`src/rtl/edge_pkg.sv`:
```
// Shared types and default image geometry for the edge-detection pipeline.
package edge_pkg;

  typedef enum logic [1:0] {
    IDLE  = 2'd0,
    RUN   = 2'd1,
    DRAIN = 2'd2
  } state_e;

  localparam int unsigned IMG_W_DEF    = 640;
  localparam int unsigned IMG_H_DEF    = 480;
  localparam int unsigned DW_DEF       = 8;
  localparam int unsigned CW_DEF       = 10;
  localparam int unsigned RW_DEF       = 9;
  localparam int unsigned DRAIN_TO_DEF = 16;

endpackage

```
`src/rtl/pix_cnt2d.sv`:
```
// Column/row position counter with wrap; clr_i makes the current beat (0,0).
module pix_cnt2d #(
  parameter int unsigned W  = 640,
  parameter int unsigned H  = 480,
  parameter int unsigned CW = 10,
  parameter int unsigned RW = 9
) (
  input  logic          clk,
  input  logic          rst_n,
  input  logic          clr_i,
  input  logic          adv_i,
  output logic [CW-1:0] col_o,
  output logic [RW-1:0] row_o,
  output logic          last_o
);

  localparam logic [CW-1:0] COL_LAST = CW'(W - 1);
  localparam logic [RW-1:0] ROW_LAST = RW'(H - 1);

  logic [CW-1:0] col_q, col_d, cur_col;
  logic [RW-1:0] row_q, row_d, cur_row;

  // Position of the current beat, then the position after it when it advances
  always_comb begin
    cur_col = clr_i ? '0 : col_q;
    cur_row = clr_i ? '0 : row_q;
    col_d   = cur_col;
    row_d   = cur_row;
    if (adv_i) begin
      if (cur_col == COL_LAST) begin
        col_d = '0;
        row_d = (cur_row == ROW_LAST) ? '0 : cur_row + RW'(1);
      end else begin
        col_d = cur_col + CW'(1);
      end
    end
  end

  always_ff @(posedge clk or negedge rst_n) begin
    if (!rst_n) begin
      col_q <= '0;
      row_q <= '0;
    end else begin
      col_q <= col_d;
      row_q <= row_d;
    end
  end

  assign col_o  = col_q;
  assign row_o  = row_q;
  assign last_o = (cur_col == COL_LAST) && (cur_row == ROW_LAST);

endmodule

```
`src/rtl/gs_frame_ctrl.sv`:
```
// Frame sequencer ahead of the 3x3 Gaussian filter: generates sop/eop for the
// filter input, tracks filter output position, flags malformed frames.
module gs_frame_ctrl
  import edge_pkg::*;
#(
  parameter int unsigned IMG_W    = IMG_W_DEF,
  parameter int unsigned IMG_H    = IMG_H_DEF,
  parameter int unsigned DW       = DW_DEF,
  parameter int unsigned CW       = CW_DEF,
  parameter int unsigned RW       = RW_DEF,
  parameter int unsigned DRAIN_TO = DRAIN_TO_DEF
) (
  input  logic          clk,
  input  logic          rst_n,
  input  logic          en,
  input  logic [DW-1:0] in_data,
  input  logic          in_vld,
  input  logic          in_sop,
  output logic [DW-1:0] flt_din,
  output logic          flt_din_vld,
  output logic          flt_din_sop,
  output logic          flt_din_eop,
  input  logic          flt_dout_vld,
  output logic          win_ok,
  output logic          busy,
  output logic          frame_done,
  output logic          err
);

  localparam int unsigned   TW      = $clog2(DRAIN_TO + 1);
  localparam logic [TW-1:0] TO_LAST = TW'(DRAIN_TO - 1);

  state_e        state_q, state_d;
  logic [DW-1:0] din_q, din_d;
  logic          vld_q, vld_d, sop_q, sop_d, eop_q, eop_d;
  logic          busy_q, busy_d, done_q, done_d, err_q, err_d;
  logic [TW-1:0] tmr_q, tmr_d;

  logic          start, restart, timeout;
  logic          in_clr, in_adv, in_last;
  logic          out_clr, out_adv, out_last;
  logic [CW-1:0] in_col, out_col;
  logic [RW-1:0] in_row, out_row;
  logic          in_pos_unused;

  // Counter control is kept outside the FSM block so the last flags never loop back
  assign start   = (state_q == IDLE) & en & in_vld & in_sop;
  assign restart = (state_q == RUN) & in_vld & in_sop;
  assign timeout = (state_q == DRAIN) & ~flt_dout_vld & (tmr_q == TO_LAST);
  assign in_clr  = start | restart;
  assign in_adv  = start | ((state_q == RUN) & in_vld);
  assign out_clr = in_clr | timeout;
  assign out_adv = flt_dout_vld & (state_q != IDLE) & ~out_clr;

  pix_cnt2d #(.W(IMG_W), .H(IMG_H), .CW(CW), .RW(RW)) u_in_cnt (
    .clk    (clk),
    .rst_n  (rst_n),
    .clr_i  (in_clr),
    .adv_i  (in_adv),
    .col_o  (in_col),
    .row_o  (in_row),
    .last_o (in_last)
  );

  pix_cnt2d #(.W(IMG_W), .H(IMG_H), .CW(CW), .RW(RW)) u_out_cnt (
    .clk    (clk),
    .rst_n  (rst_n),
    .clr_i  (out_clr),
    .adv_i  (out_adv),
    .col_o  (out_col),
    .row_o  (out_row),
    .last_o (out_last)
  );

  assign in_pos_unused = ^{in_col, in_row};

  always_comb begin
    state_d = state_q;
    din_d   = din_q;
    vld_d   = 1'b0;
    sop_d   = 1'b0;
    eop_d   = 1'b0;
    done_d  = 1'b0;
    err_d   = 1'b0;
    tmr_d   = '0;

    if (in_adv) begin
      din_d = in_data;
      vld_d = 1'b1;
      sop_d = in_clr;
      eop_d = in_last;
    end

    case (state_q)
      IDLE: begin
        if (in_vld & en & ~in_sop) err_d = 1'b1;
        if (start) state_d = in_last ? DRAIN : RUN;
      end
      RUN: begin
        if (restart) err_d = 1'b1;
        if (in_adv & in_last) state_d = DRAIN;
      end
      DRAIN: begin
        if (in_vld & in_sop) err_d = 1'b1;
        // Watchdog counts consecutive cycles with no filter output
        if (flt_dout_vld) begin
          if (out_last) begin
            done_d  = 1'b1;
            state_d = IDLE;
          end
        end else if (timeout) begin
          err_d   = 1'b1;
          state_d = IDLE;
        end else begin
          tmr_d = tmr_q + TW'(1);
        end
      end
      default: state_d = IDLE;
    endcase

    busy_d = (state_d != IDLE);
  end

  always_ff @(posedge clk or negedge rst_n) begin
    if (!rst_n) begin
      state_q <= IDLE;
      din_q   <= '0;
      vld_q   <= 1'b0;
      sop_q   <= 1'b0;
      eop_q   <= 1'b0;
      busy_q  <= 1'b0;
      done_q  <= 1'b0;
      err_q   <= 1'b0;
      tmr_q   <= '0;
    end else begin
      state_q <= state_d;
      din_q   <= din_d;
      vld_q   <= vld_d;
      sop_q   <= sop_d;
      eop_q   <= eop_d;
      busy_q  <= busy_d;
      done_q  <= done_d;
      err_q   <= err_d;
      tmr_q   <= tmr_d;
    end
  end

  assign flt_din     = din_q;
  assign flt_din_vld = vld_q;
  assign flt_din_sop = sop_q;
  assign flt_din_eop = eop_q;
  assign busy        = busy_q;
  assign frame_done  = done_q;
  assign err         = err_q;
  assign win_ok      = flt_dout_vld & (out_row >= RW'(2)) & (out_col >= CW'(2));

endmodule

```
`config.mk`:
```
export PLATFORM = sky130hd
export DESIGN_NAME = gs_frame_ctrl
export DESIGN_NICKNAME = d
export VERILOG_FILES = /design/src/rtl/edge_pkg.sv /design/src/rtl/pix_cnt2d.sv /design/src/rtl/gs_frame_ctrl.sv
export SDC_FILE = /design/constraint.sdc
export NUM_CORES = 1
export LEC_CHECK = 0
export ABC_AREA = 0
export BUFFER_PORTS_ARGS = -buffer_cell sky130_fd_sc_hd__buf_2
export CORE_ASPECT_RATIO = 0.75
export CORE_MARGIN = 8
export CORE_UTILIZATION = 63
export DETAILED_ROUTE_END_ITERATION = 16
export GPL_TIMING_DRIVEN = 0
export PLACE_DENSITY = 0.92
export SYNTH_ARGS = -nofsm -noshare
export SYNTH_HDL_FRONTEND = slang
export SYNTH_HIERARCHICAL = 1
export SYNTH_SLANG_ARGS = --single-unit
```
`constraint.sdc`:
```
create_clock -name clk -period 4.95 [get_ports clk]
set_input_delay 0.2475 -clock clk [delete_from_list [all_inputs] [get_ports clk]]
set_output_delay 0.2475 -clock clk [all_outputs]
set_load 0.01 [all_outputs]
```
==> flow_summary_export.csv <==
group,metric,value,unit
pwr,power_density,315.2,mW/mm2
worst_setup_path,crit_path_top_delay_cell,"nor4b_1",
clock_tree,clock_sinks,59,
pwr,power_leakage,1.481,nW
die,dieArea,0.007284,mm2
pwr,max-vdd-ir-drop,0.2287,mV
clock_tree,post_cts_resized,0,
place,portBuffers,28,
finish,diodes,0,
timing,fin_setup_tns,0,ns
pwr,comb_power_share,0.115,
logic_synthesis,yosysMostFrequentCell,"dfrtp_1",
logic_synthesis,ys_warn_count,6,
finish,fin_nets,349,
place,postPlaceCellArea,0.003229,mm2
clock_tree,clkTransAtPathRegs,0.07,ns
timing,hold_ws,-0.03984,ns
worst_setup_path,crit_path_cell_trace,"buf_4, nor2_1, nor4bb_2, a21o_1, clkbuf_1, nor2b_1, ha_1, nand3_1, nor4b_1, and2_1, nand2_1, o311a_1, a211o_1",
global_route,grt_usage,0.1886,
finish,fin_area,0.003413,mm2
timing,fin_crit_sh,0.7869,
die,fp.dieW,95.92,um
timing,relSlewSlack,0.2599,
die,die_y,75.94,um
pwr,clockPowerShare,0.382,
worst_setup_path,slowest_delay,0.92,ns
logic_synthesis,synth_area_leaders,"dfrtp_1 49%, a21oi_1 3.0%, mux2_4 3.0%",
worst_setup_path,start_kind,"flip-flop",
finish,utilization,0.7509,
logic_synthesis,synth_cell_types,52,
global_route,grt_pass1_vias,2316,
drt,drc,0,
clock_tree,hold_buffers,0,
clock_tree,cts_buffer_depth,2,
drt,vias,2471,
pwr,p_switching,0.0002842,W
status,violations,"hold timing",
drt,wirelength,6596,um
worst_setup_path,crit_arrival,4.12,ns
finish,drive_gt1_frac,0.1875,
worst_setup_path,critPathCaptureType,"flip-flop",
clock_tree,htreeDepth,3,
timing,grt_setup_unrepaired,"false",
logic_synthesis,ys_ff_latch,59,
global_route,grt_max_degree,60,
finish,nFillCells,294,
drt,wire_per_inst,16.78,um
drt,routed_via_density,6.288,
clock_tree,cts_tree,"done",
timing,setup_viol,0,
clock_tree,clock_latency,0.34,ns
pwr,pwr-share-seq,0.503,
die,core,0.004546,mm2
run,cap_violations,0,
worst_setup_path,worst-setup-path-type,"flip-flop to flip-flop",
logic_synthesis,synthArstFlopShare,1.000,
drt,drt-initial-drc-count,277,
timing,slew_viol_final,0,
logic_synthesis,yosys.area.top_type,"dfrtp_1",
logic_synthesis,synth_area,0.003018,mm2
logic_synthesis,synth-seq-area-share,0.4892,
logic_synthesis,syn-instance-count,293,
drt,dr.pass1.iters,5,
finish,synthToLayoutAreaGrowth,13.10,%
logic_synthesis,avgSynthCellArea,10.30,um2
global_route,grt_antenna_before_repair,0,
place,gp_congestion,0.8978,
place,dp_hpwl,4425,um
worst_setup_path,cp_max_fo,10,
logic_synthesis,synth_edf_count,0,
timing,fin_skew,0.009492,ns
logic_synthesis,synth-main-ff-cell,"dfrtp_1",
timing,fmax,256.7,MHz
pwr,swShare,0.2642,
die,num_rows,21,
pwr,internal_power,0.0007915,W
global_route,grt_first_pass_wirelength,11030,um
clock_tree,cts_setup_buffers,0,
timing,finalHoldViolations,59,
status,status,"finished, violations left",
clock_tree,cts_buffers,9,
die,ioPinCount,29,
worst_setup_path,worstPathRequired,5.17,ns
global_route,gr-total-overflow,0,
timing,tightest_slew,1.095,ns
worst_hold_path,hp-class,"primary input to asynchronous set/reset pin",
timing,finalCriticalPeriod,3.895,ns
logic_synthesis,yosysTopAreaCellShare,0.4892,
drt,antenna_left,0,
logic_synthesis,synthTopCellsByCount,"59 x dfrtp_1, 22 x nor2_1, 18 x a21oi_1",
die,initial_core_util,0.6639,
logic_synthesis,synth_nets,310,
clock_tree,root_buffer,"clkbuf_8",
[flip-flops by register name (all words and copies together) (netlist names), 2 cells and up]
signal and count:
u_out_cnt/row_o 9, u_in_cnt/row_o 9, state_q 2, flt_din 8
u_in_cnt/col_o 10, tmr_q 5, u_out_cnt/col_o 10
[metrics by stage]
stage	power (W)	setup WS, ns	std cells
final	0.001076	1.055	393
after global routing	0.001125	0.8718	393
after CTS	0.001086	1.248	393
after detailed placement	0.0006719	1.312	378
after global placement	0.0006630	1.427	378
after floorplan	0.0006216	1.985	293
[power by group through the flow]
| stage | clock network [W] | logic (W) | registers, W |
|---|---|---|---|
| finish | 0.000411 | 0.000124 | 0.000541 |
| global route | 0.000440 | 0.000141 | 0.000544 |
| global placement | 0 | 0.000116 | 0.000547 |
| floorplan | 0 | 0.0000757 | 0.000546 |
| detailed placement | 0 | 0.000124 | 0.000548 |
| CTS | 0.000422 | 0.000124 | 0.000540 |
[path summary, 6_finish.rpt]
path | from | to | slack, ns | depth (start not counted)
min reg2reg | tmr_q[0] | tmr_q[0] | 0.46 | 1
min in group clk | in_data[2] | flt_din[2] | 0.14 | 2
min | rst_n | u_in_cnt/col_o[5] | -0.04 | 1
max reg2reg | state_q[0] | busy | 1.05 | 13
max in group asynchronous | rst_n | u_out_cnt/row_o[3] | 4.51 | 1
max | state_q[0] | busy | 1.05 | 13
[worst max-delay path: cells and delay by family (launching register included)]
family / cells / cell delay [ns]
flops: 1 / 0.38
buf+inv: 2 / 0.42
simple gates: 7 / 2.03
fa+ha+maj: 1 / 0.29
compound gates: 3 / 0.64
[placed cells by master (no fill, tap or decap), drive strengths merged, types with 12 or more instances in the layout]
cell type,count
dfrtp,59
clkbuf,15
nand2,13
inv,12
buf,33
a21oi,19
o21ai,19
nor2,22
nand3,12
[area by class of cell]
cell class | count | area (um2) | area share
multi-input cells | 211 | 1443 | 0.4227
inverters | 12 | 45.04 | 0.01320
flip-flops and latches | 59 | 1476 | 0.4326
well taps | 57 | 71.32 | 0.02089
repair buffers | 28 | 142.6 | 0.04179
plain buffers | 11 | 53.80 | 0.01576
clock inverters | 6 | 57.56 | 0.01686
clock buffers | 9 | 123.9 | 0.03629
[cells by family after synthesis]
group	after synthesis	synth area share
XOR/XNOR	17	0.04934
flip-flops	59	0.4892
adder cells (fa/ha/maj)	3	0.01244
buffers and inverters	23	0.03275
AO/OA/AOI/OAI	57	0.1132
multiplexers	10	0.04478
AND/OR/NAND/NOR	124	0.2583
[routing by layer]
layer  GRT usage  share of wire  up-vias
met1      0.2689           0.44     1162
met4     0.06738          0.011        0
met5           0              0        -
met3     0.05512           0.10       12
li1            -              -     1158
met2      0.2620           0.44      139
(Power assumes the default switching activity.)
